===== src/rtl/cpu_controller_if.sv =====
// Controller-to-datapath/memory bundle: memory command bus, datapath strobes and status returns.
// The controller side is the master modport; the datapath and memory side is the slave modport.
interface cpu_controller_if;
    logic [15:0] mem_rdata;
    logic [15:0] datapath_out;
    logic [2:0]  Z_out;
    logic [8:0]  R7toPC;
    logic [1:0]  mem_cmd;
    logic [8:0]  mem_addr;
    logic [8:0]  PC;
    logic [15:0] sximm8;
    logic [15:0] sximm5;
    logic [2:0]  readnum;
    logic [2:0]  writenum;
    logic [1:0]  vsel;
    logic        write, loada, loadb, loadc, loads, asel, bsel;
    logic [1:0]  shift;
    logic [1:0]  ALUop;
    logic        halted;

    // Strobes are single-cycle levels: they are valid for the whole cycle in which the FSM sits
    // in the owning state, and there is no back-pressure on either side.
    modport master (
        input  mem_rdata, datapath_out, Z_out, R7toPC,
        output mem_cmd, mem_addr, PC, sximm8, sximm5, readnum, writenum, vsel,
        output write, loada, loadb, loadc, loads, asel, bsel, shift, ALUop, halted
    );
    modport slave (
        output mem_rdata, datapath_out, Z_out, R7toPC,
        input  mem_cmd, mem_addr, PC, sximm8, sximm5, readnum, writenum, vsel,
        input  write, loada, loadb, loadc, loads, asel, bsel, shift, ALUop, halted
    );
endinterface


===== src/rtl/cpu_controller.sv =====
// Fetch/decode/control FSM for the simple RISC datapath; owns PC and IR, all outputs registered.
// Optional macro CPU_CTRL_INSN_COUNT_EN adds the retired-instruction counter output insn_count.
module cpu_controller #(
    parameter logic [8:0] RESET_PC = 9'd0
) (
    input  logic             clk,
    input  logic             reset,
    cpu_controller_if.master bus,
    output logic [4:0]       state_dbg
`ifdef CPU_CTRL_INSN_COUNT_EN
    ,
    output logic [15:0]      insn_count
`endif
);
    typedef enum logic [4:0] {
        S_RST, S_FETCH, S_LOAD_IR, S_DECODE, S_WRITE_IMM, S_GET_A, S_GET_B, S_EXEC,
        S_WRITE_C, S_ADDR, S_ALATCH, S_MEM_RD, S_MEM_WAIT, S_WRITE_M, S_GET_D, S_DATA,
        S_MEM_WR, S_BRANCH, S_BL_LINK, S_BX_RD, S_HALT
    } state_t;

    typedef struct packed {
        logic [1:0] mem_cmd;
        logic [8:0] mem_addr;
        logic [2:0] readnum;
        logic [2:0] writenum;
        logic [1:0] vsel;
        logic       write, loada, loadb, loadc, loads, asel, bsel;
        logic [1:0] shift;
        logic [1:0] alu_op;
        logic       halted;
    } ctl_t;

    localparam logic [1:0] CMD_READ  = 2'b01;
    localparam logic [1:0] CMD_WRITE = 2'b10;

    state_t      state, nxt;
    ctl_t        ctl, ctl_nxt;
    logic [15:0] ir, sximm8;
    logic [8:0]  pc, pc_nxt, addr_reg, addr_nxt;
    logic        br_take, cond_true, retire;
    logic [2:0]  opcode, rn, rd, rm;
    logic [1:0]  op, sh;
    logic        is_alu, is_mov_reg, is_mvn, is_cmp;

    assign opcode     = ir[15:13];
    assign op         = ir[12:11];
    assign rn         = ir[10:8];
    assign rd         = ir[7:5];
    assign sh         = ir[4:3];
    assign rm         = ir[2:0];
    assign sximm8     = {{8{ir[7]}}, ir[7:0]};
    assign is_alu     = (opcode == 3'b101);
    assign is_mov_reg = (opcode == 3'b110) && (op == 2'b00);
    assign is_mvn     = is_alu && (op == 2'b11);
    assign is_cmp     = is_alu && (op == 2'b01);

    // Z_out bits: [0]=Z, [1]=N, [2]=V
    always_comb begin
        case (rn)
            3'b000:  cond_true = 1'b1;
            3'b001:  cond_true = bus.Z_out[0];
            3'b010:  cond_true = !bus.Z_out[0];
            3'b011:  cond_true = bus.Z_out[1] ^ bus.Z_out[2];
            3'b100:  cond_true = (bus.Z_out[1] ^ bus.Z_out[2]) | bus.Z_out[0];
            default: cond_true = 1'b0;
        endcase
    end

    always_comb begin
        nxt = state;
        case (state)
            S_RST:      nxt = S_FETCH;
            S_FETCH:    nxt = S_LOAD_IR;
            S_LOAD_IR:  nxt = S_DECODE;
            S_DECODE: begin
                case ({opcode, op})
                    5'b110_10:          nxt = S_WRITE_IMM;
                    5'b110_00:          nxt = S_GET_B;
                    5'b011_00, 5'b100_00: nxt = S_GET_A;
                    5'b010_11:          nxt = S_BL_LINK;
                    5'b010_00:          nxt = S_BX_RD;
                    default:            nxt = S_HALT;
                endcase
                if (is_alu) nxt = is_mvn ? S_GET_B : S_GET_A;
                if (opcode == 3'b001) nxt = S_BRANCH;
            end
            S_GET_A:    nxt = is_alu ? S_GET_B : S_ADDR;
            S_GET_B:    nxt = S_EXEC;
            S_EXEC:     nxt = is_cmp ? S_FETCH : S_WRITE_C;
            S_ADDR:     nxt = S_ALATCH;
            S_ALATCH:   nxt = (opcode == 3'b011) ? S_MEM_RD : S_GET_D;
            S_MEM_RD:   nxt = S_MEM_WAIT;
            S_MEM_WAIT: nxt = S_WRITE_M;
            S_GET_D:    nxt = S_DATA;
            S_DATA:     nxt = S_MEM_WR;
            S_HALT:     nxt = S_HALT;
            default:    nxt = S_FETCH;
        endcase
    end

    // PC only moves in the final state of an instruction; 9-bit arithmetic wraps naturally.
    always_comb begin
        retire = (nxt == S_FETCH) && (state != S_RST);
        pc_nxt = pc;
        if (retire) begin
            case (state)
                S_BRANCH:  pc_nxt = br_take ? (pc + 9'd1 + sximm8[8:0]) : (pc + 9'd1);
                S_BL_LINK: pc_nxt = pc + 9'd1 + sximm8[8:0];
                S_BX_RD:   pc_nxt = bus.R7toPC;
                default:   pc_nxt = pc + 9'd1;
            endcase
        end
        addr_nxt = (state == S_ALATCH) ? bus.datapath_out[8:0] : addr_reg;
    end

    // Outputs are decoded from the state being entered so they register alongside it.
    always_comb begin
        ctl_nxt = '0;
        ctl_nxt.mem_addr = pc_nxt;
        case (nxt)
            S_FETCH, S_LOAD_IR: ctl_nxt.mem_cmd = CMD_READ;
            S_WRITE_IMM: begin ctl_nxt.vsel = 2'd1; ctl_nxt.writenum = rn; ctl_nxt.write = 1'b1; end
            S_GET_A:     begin ctl_nxt.readnum = rn; ctl_nxt.loada = 1'b1; end
            S_GET_B:     begin ctl_nxt.readnum = rm; ctl_nxt.loadb = 1'b1; end
            S_EXEC: begin
                ctl_nxt.shift  = sh;
                ctl_nxt.loadc  = 1'b1;
                ctl_nxt.alu_op = is_alu ? op : 2'b00;
                ctl_nxt.asel   = is_mov_reg | is_mvn;
                ctl_nxt.loads  = is_cmp;
            end
            S_WRITE_C:   begin ctl_nxt.vsel = 2'd3; ctl_nxt.writenum = rd; ctl_nxt.write = 1'b1; end
            S_ADDR:      begin ctl_nxt.bsel = 1'b1; ctl_nxt.loadc = 1'b1; end
            S_MEM_RD, S_MEM_WAIT: begin ctl_nxt.mem_cmd = CMD_READ; ctl_nxt.mem_addr = addr_nxt; end
            S_WRITE_M:   begin ctl_nxt.writenum = rd; ctl_nxt.write = 1'b1; end
            S_GET_D:     begin ctl_nxt.readnum = rd; ctl_nxt.loadb = 1'b1; end
            S_DATA:      begin ctl_nxt.asel = 1'b1; ctl_nxt.loadc = 1'b1; end
            S_MEM_WR:    begin ctl_nxt.mem_cmd = CMD_WRITE; ctl_nxt.mem_addr = addr_nxt; end
            S_BL_LINK:   begin ctl_nxt.vsel = 2'd2; ctl_nxt.writenum = 3'd7; ctl_nxt.write = 1'b1; end
            S_BX_RD:     ctl_nxt.readnum = rd;
            S_HALT:      ctl_nxt.halted = 1'b1;
            default:     ;
        endcase
    end

    always_ff @(posedge clk) begin
        if (reset) begin
            state        <= S_RST;
            pc           <= RESET_PC;
            ir           <= '0;
            addr_reg     <= '0;
            br_take      <= 1'b0;
            ctl          <= '0;
            ctl.mem_addr <= RESET_PC;
        end else begin
            state    <= nxt;
            pc       <= pc_nxt;
            addr_reg <= addr_nxt;
            ctl      <= ctl_nxt;
            if (state == S_LOAD_IR) ir <= bus.mem_rdata;
            if (state == S_DECODE) br_take <= cond_true;
        end
    end

`ifdef CPU_CTRL_INSN_COUNT_EN
    always_ff @(posedge clk) begin
        if (reset) insn_count <= '0;
        else if (retire) insn_count <= insn_count + 16'd1;
    end
`endif

    assign state_dbg    = state;
    assign bus.PC       = pc;
    assign bus.sximm8   = sximm8;
    assign bus.sximm5   = {{11{ir[4]}}, ir[4:0]};
    assign bus.mem_cmd  = ctl.mem_cmd;
    assign bus.mem_addr = ctl.mem_addr;
    assign bus.readnum  = ctl.readnum;
    assign bus.writenum = ctl.writenum;
    assign bus.vsel     = ctl.vsel;
    assign bus.write    = ctl.write;
    assign bus.loada    = ctl.loada;
    assign bus.loadb    = ctl.loadb;
    assign bus.loadc    = ctl.loadc;
    assign bus.loads    = ctl.loads;
    assign bus.asel     = ctl.asel;
    assign bus.bsel     = ctl.bsel;
    assign bus.shift    = ctl.shift;
    assign bus.ALUop    = ctl.alu_op;
    assign bus.halted   = ctl.halted;
endmodule


===== src/flat_wrapper.sv =====
// flat-port wrapper written by rule: the top's interface ports become plain ports
module cpu_controller_flat 
#(
    parameter logic [8:0] RESET_PC = 9'd0
)
  (clk, reset, state_dbg, bus_mem_rdata, bus_datapath_out, bus_Z_out, bus_R7toPC, bus_mem_cmd, bus_mem_addr, bus_PC, bus_sximm8, bus_sximm5, bus_readnum, bus_writenum, bus_vsel, bus_write, bus_loada, bus_loadb, bus_loadc, bus_loads, bus_asel, bus_bsel, bus_shift, bus_ALUop, bus_halted);
  cpu_controller_if bus_i ();
  input  logic clk;
  input  logic reset;
  output logic [4:0] state_dbg;
  input wire logic [$bits(bus_i.mem_rdata)-1:0] bus_mem_rdata;
  input wire logic [$bits(bus_i.datapath_out)-1:0] bus_datapath_out;
  input wire logic [$bits(bus_i.Z_out)-1:0] bus_Z_out;
  input wire logic [$bits(bus_i.R7toPC)-1:0] bus_R7toPC;
  output wire logic [$bits(bus_i.mem_cmd)-1:0] bus_mem_cmd;
  output wire logic [$bits(bus_i.mem_addr)-1:0] bus_mem_addr;
  output wire logic [$bits(bus_i.PC)-1:0] bus_PC;
  output wire logic [$bits(bus_i.sximm8)-1:0] bus_sximm8;
  output wire logic [$bits(bus_i.sximm5)-1:0] bus_sximm5;
  output wire logic [$bits(bus_i.readnum)-1:0] bus_readnum;
  output wire logic [$bits(bus_i.writenum)-1:0] bus_writenum;
  output wire logic [$bits(bus_i.vsel)-1:0] bus_vsel;
  output wire logic [$bits(bus_i.write)-1:0] bus_write;
  output wire logic [$bits(bus_i.loada)-1:0] bus_loada;
  output wire logic [$bits(bus_i.loadb)-1:0] bus_loadb;
  output wire logic [$bits(bus_i.loadc)-1:0] bus_loadc;
  output wire logic [$bits(bus_i.loads)-1:0] bus_loads;
  output wire logic [$bits(bus_i.asel)-1:0] bus_asel;
  output wire logic [$bits(bus_i.bsel)-1:0] bus_bsel;
  output wire logic [$bits(bus_i.shift)-1:0] bus_shift;
  output wire logic [$bits(bus_i.ALUop)-1:0] bus_ALUop;
  output wire logic [$bits(bus_i.halted)-1:0] bus_halted;
  assign bus_i.mem_rdata = bus_mem_rdata;
  assign bus_i.datapath_out = bus_datapath_out;
  assign bus_i.Z_out = bus_Z_out;
  assign bus_i.R7toPC = bus_R7toPC;
  assign bus_mem_cmd = bus_i.mem_cmd;
  assign bus_mem_addr = bus_i.mem_addr;
  assign bus_PC = bus_i.PC;
  assign bus_sximm8 = bus_i.sximm8;
  assign bus_sximm5 = bus_i.sximm5;
  assign bus_readnum = bus_i.readnum;
  assign bus_writenum = bus_i.writenum;
  assign bus_vsel = bus_i.vsel;
  assign bus_write = bus_i.write;
  assign bus_loada = bus_i.loada;
  assign bus_loadb = bus_i.loadb;
  assign bus_loadc = bus_i.loadc;
  assign bus_loads = bus_i.loads;
  assign bus_asel = bus_i.asel;
  assign bus_bsel = bus_i.bsel;
  assign bus_shift = bus_i.shift;
  assign bus_ALUop = bus_i.ALUop;
  assign bus_halted = bus_i.halted;
  cpu_controller #(.RESET_PC(RESET_PC)) u_core (.clk(clk), .reset(reset), .bus(bus_i), .state_dbg(state_dbg));
endmodule

===== config.mk =====
export PLATFORM = sky130hd
export DESIGN_NAME = cpu_controller_flat
export DESIGN_NICKNAME = d
export VERILOG_FILES = /design/src/rtl/cpu_controller_if.sv /design/src/rtl/cpu_controller.sv /design/src/flat_wrapper.sv
export SDC_FILE = /design/constraint.sdc
export NUM_CORES = 1
export LEC_CHECK = 0
export ABC_AREA = 0
export CORE_UTILIZATION = 51
export DETAILED_ROUTE_END_ITERATION = 7
export PLACE_DENSITY = 0.93
export SLEW_MARGIN = 25
export SYNTH_ARGS = -nofsm -noshare
export SYNTH_HDL_FRONTEND = slang
export SYNTH_SLANG_ARGS = --single-unit

===== constraint.sdc =====
create_clock -name clk -period 5.55 [get_ports clk]
set_input_delay 1.665 -clock clk [delete_from_list [all_inputs] [get_ports clk]]
set_output_delay 1.665 -clock clk [all_outputs]
set_load 0.01 [all_outputs]

# Word-level counts from Yosys, hierarchy flattened
# Cells that the tools add are included.
[totals]
input_bits = 46
reg_bits = 71
wordCells = 119
[classes]
n_bitwise = 5
n_mux = 25
addsub = 2
n_eq_ne = 49
n_reduce_logical = 18
[ops]
columns = ["operator", "count"]
rows = [
  ["== test 5 x 4 -> 1 bit (second input constant)", 16],
  ["case mux 5 bit (13 select lines)", 1],
  ["== test 5 bit (second input constant)", 11],
  ["2-to-1 mux 9 bit", 4],
  ["== test 5 x 3 -> 1 bit (second input constant)", 7],
  ["case mux 9 bit (3 select lines)", 1],
  ["case mux 5 bit (5 select lines)", 1],
  ["case mux 3 bit (3 select lines)", 2],
  ["== test 5 x 2 -> 1 bit (second input constant)", 3],
  ["== test 5 x 1 -> 1 bit (second input constant)", 2],
  ["2-to-1 mux 5 bit", 2],
  ["OR reduction 2 bit", 5],
  ["adder 9 x 1 -> 9 bit (second input constant)", 1],
  ["adder 9 bit", 1],
  ["== test 3 x 2 -> 1 bit (second input constant)", 3],
  ["== test 3 bit (second input constant)", 3],
  ["OR reduction 3 bit", 3],
  ["2-to-1 mux 4 bit", 2],
  ["OR reduction 4 bit", 2],
  ["== test 3 x 1 -> 1 bit (second input constant)", 2],
  ["2-to-1 mux 1 bit", 6],
  ["case mux 2 bit (3 select lines)", 1],
  ["case mux 1 bit (5 select lines)", 1],
  ["nonzero test 5 bit", 1],
  ["13 further kinds", 18],
]

# Logic depth before layout (Yosys ltp)
[depth]
ltp_word = 10
mapped_depth = 11
depth_no_buf = 11

# Worst setup path before layout
# No wires, ideal clock.
[synth_path]
path_type = "in2reg"
startpoint = "in reset"
endpoint = "reg u_core.pc[5], in the netlist u_core.bus.PC[5]"
arrival_ps = 2524
required_time_ps = 5418
cell_stages = 4
path_slack_ps = 2894
setup_ps = 132
path_cell_list = "clkbuf_1 > clkbuf_1 > clkbuf_1 > nor3_1"
[synth_lines]
columns = ["item", "line_no", "text"]
rows = [
  ["start: declaration", "flat_wrapper.sv:9", "input logic reset;"],
  ["end signal: assignment", "cpu_controller.sv:157", "pc <= pc_nxt;"],
  ["end: declaration", "cpu_controller.sv:39", "logic [8:0] pc, pc_nxt, addr_reg, addr_nxt;"],
]
# No word-level cell between the ends.

# Final worst setup path
[layout_path]
startpoint = "reg u_core.state[1], in the netlist u_core.state_dbg[1]"
endpoint = "reg, netlist name u_core.bus.mem_addr[3]"
[layout_between]
elab_chain_cells = 6
word_cells_on_any_way = 28
classes_between = "eq/ne (20); mux (5); reduce/logical (3)"
[layout_rtl]
columns = ["item", "line_no", "text"]
rows = [
  ["start: declaration", "cpu_controller.sv:36", "state_t state, nxt;"],
  ["start signal: assignment", "cpu_controller.sv:156", "state <= nxt;"],
  ["== test 5 bit, or another cell as far along", "cpu_controller.sv:71", "case (state)"],
  ["case mux 5 bit (13 select lines)", "cpu_controller.sv:71", ""],
  ["== test 5 x 1 -> 1 bit", "cpu_controller.sv:103", "retire = (nxt == S_FETCH) && (state != S_RST);"],
  ["logical AND 1 bit", "cpu_controller.sv:103", ""],
  ["2-to-1 mux 9 bit", "cpu_controller.sv:105", "if (retire) begin"],
  ["2-to-1 mux 9 bit (*)", "cpu_controller.sv:120", "case (nxt)"],
]
# Every way passes the cells marked *; elsewhere a longest branch is shown, timed or not.
# A chain may end at the register's enable or synchronous reset.

==> impl_metrics.ini <==
[synth]
ys_types = 67
netlist.area_leader.share = 0.351
synth_edf_count = 0
synth_top_area_cell = dfxtp_1
ys_top_cells_by_area = dfxtp_1 35%, buf_4 6.3%, nand2_1 5.8%
synth_most_common_cell = dfxtp_1
synth_ff_type = dfxtp_1
synth_seq_cells = 71
ys_seq_area_frac = 0.351
synth_common_cells = 71 x dfxtp_1, 62 x nand2_1, 54 x nor2_1
netlist_area_sq_mm = 0.00404
ys_async_sr_fraction = 0
postSynthAreaPerCell_sq_um = 8.14
yosys_warnings = 0
syn-instance-count = 497
synth_fp_nets = 553

[clock_network]
clk_latency_ns = 0.35
cts.htree.levels = 3
clk_path_buf_depth = 2
cts.repair.resized = 0
cts_tree = done
cts_buffers = 9
root_buffer = clkbuf_8
cts_hold_buffers = 0
path_clk_slew_ns = 0.08
post-cts-setup-buffer-count = 0
numClockSinks = 71

[power]
vdd_drop_max_v = 0.000225
powerDensity_mw_per_mm2 = 443
leakage_nw = 1.75
power_mw = 2.28

[floorplan]
start_util = 0.526
io_pins = 123
fp.dieW_microns = 91.0
num_rows = 32
design.core.area_sq_mm = 0.00769
die_area_sq_mm = 0.00829
die_y_microns = 91.0

[setup_path]
regToRegSetupSlack_ns = 1.81
r2r-end = u_core.bus.mem_addr[3]
arrival_ns = 3.95
end_kind = register
critPathRequiredTime_ns = 5.76
worstSetupPathType = register to register
start_kind = register
cp_max_fo = 19
r2r_start = u_core.state_dbg[1]
critPathMaxStageDelay_ns = 0.89
path_cells = nand2b_1, or3_1, o32ai_2, nor3_2, nor4_4, nor3_1, a2111oi_0
cp_slowest_cell = nor4_4
reg2reg_depth = 7

[global_route]
grt_max_degree = 35
grt-ovfl-total = 0
grt_use_total = 0.273
grt_pass1_vias = 3668
antenna_found_initial = 0
grt_first_pass_wirelength_mm = 18.0

[place]
place_area_sq_mm = 0.00493
place.gp.congestion = 0.896
io_buffers = 115
dp_slack_ns = 1.96
hpwl_mm = 7.76
dp.cells = 653

[timing]
hold_violations = 0
fmax_mhz = 268
fin_crit_ns = 3.74
fin_crit_sh = 0.673
setup_slack_ns = 1.81
finalClockSkew_ns = 0.0128
maxSlewViolCount = 0
rsz0062_at_grt = no
tightestPinTransition_ns = 0.961
holdWs_ns = 0.491
setup_violations = 0
finalSetupTns_ns = 0
slew_headroom = 0.354

[cells_and_area]
fin_cells = 669
top_register = u_core.ir
fillers = 646
fin_util = 0.669
antennaDiodeCount = 0
drive_gt1_frac = 0.0670
largest_reg_flops = 16
fin_nets = 618
stdcell_area_sq_mm = 0.00514
area_growth_pct = 27.1

[drt]
vias = 3943
avgViaCountPerCell = 5.89
post-route-drc-count = 0
initialDrtViolationCount = 345
routedWlPerCell_microns = 16.7
drt.antenna.violating_nets = 0
dr.pass1.iters = 5
wl_mm = 11.2

[worst_hold_path]
whs_path_depth = 2
min_to = u_core.addr_reg[3]
min_from = u_core.addr_reg[3]
hp-class = register to register

[status]
outcome = finished clean

[job]
max-cap-violations = 0
==> routing by layer <==
layer  share of wire  GRT usage  vias up
met5               0          0        -
li1                -          -     1860
met1            0.43      0.349     1838
met3           0.077     0.0511       32
met2            0.46      0.451      213
met4           0.031      0.112        0
==> where the power goes <==
group	switching, mW	total, mW	internal [mW]
Clock	0.203	0.423	0.220
Sequential	0.160	0.771	0.611
Combinational	0.586	1.08	0.498
Total	0.948	2.28	1.33
==> layout by cell type, fill, tap and decap left out, types with 10 or more instances in the layout <==
| cell | count |
|---|---|
| inv_1 | 12 |
| nor3_1 | 23 |
| mux2i_1 | 10 |
| dfxtp_1 | 71 |
| clkbuf_8 | 10 |
| nand2_1 | 62 |
| nand3_1 | 14 |
| a21oi_1 | 35 |
| o21ai_0 | 14 |
| clkdlybuf4s50_1 | 114 |
| nand2b_1 | 10 |
| nor2_1 | 53 |
==> cell type report <==
type | count | area [sq um] | share of cell area
multi-input combinational | 352 | 2190 | 0.427
sequential | 71 | 1420 | 0.277
timing repair buffer | 116 | 1150 | 0.224
clock buffer | 11 | 141 | 0.0275
tap | 102 | 128 | 0.0248
clock inverter | 5 | 57.6 | 0.0112
inverter | 12 | 45.0 | 0.00876
==> worst max-delay path by stage <==
stage	slack, ns	depth (start not counted)	start	endpoint
detailed placement	1.96	7	u_core.state_dbg[1]	u_core.bus.mem_addr[3]
finish	1.81	7	u_core.state_dbg[1]	u_core.bus.mem_addr[3]
global placement	2.09	7	u_core.state_dbg[1]	u_core.bus.mem_addr[3]
CTS	1.93	7	u_core.state_dbg[1]	u_core.bus.mem_addr[3]
floorplan	2.89	4	reset	u_core.bus.PC[5]
global route	1.53	7	u_core.state_dbg[1]	u_core.bus.mem_addr[1]
==> kinds of logic (layout without fill, tap and decap cells) <==
logic type | Yosys count | after routing | synth area share
buffers and inverters | 74 | 144 | 0.110
and+or+nand+nor | 210 | 210 | 0.257
DFF | 71 | 71 | 0.351
adders and majority gates | 10 | 10 | 0.0328
xor gates and xnor gates | 17 | 17 | 0.0368
muxes | 11 | 11 | 0.0275
AOI/OAI and AO/OA | 104 | 104 | 0.184
==> worst max-delay path, delay by kind of cell, from the launching register on <==
kind	cells	cell delay, ns
compound gates	2	0.66
flops	1	0.74
simple gates	5	2.19
Power figures use the tool's default switching activity.
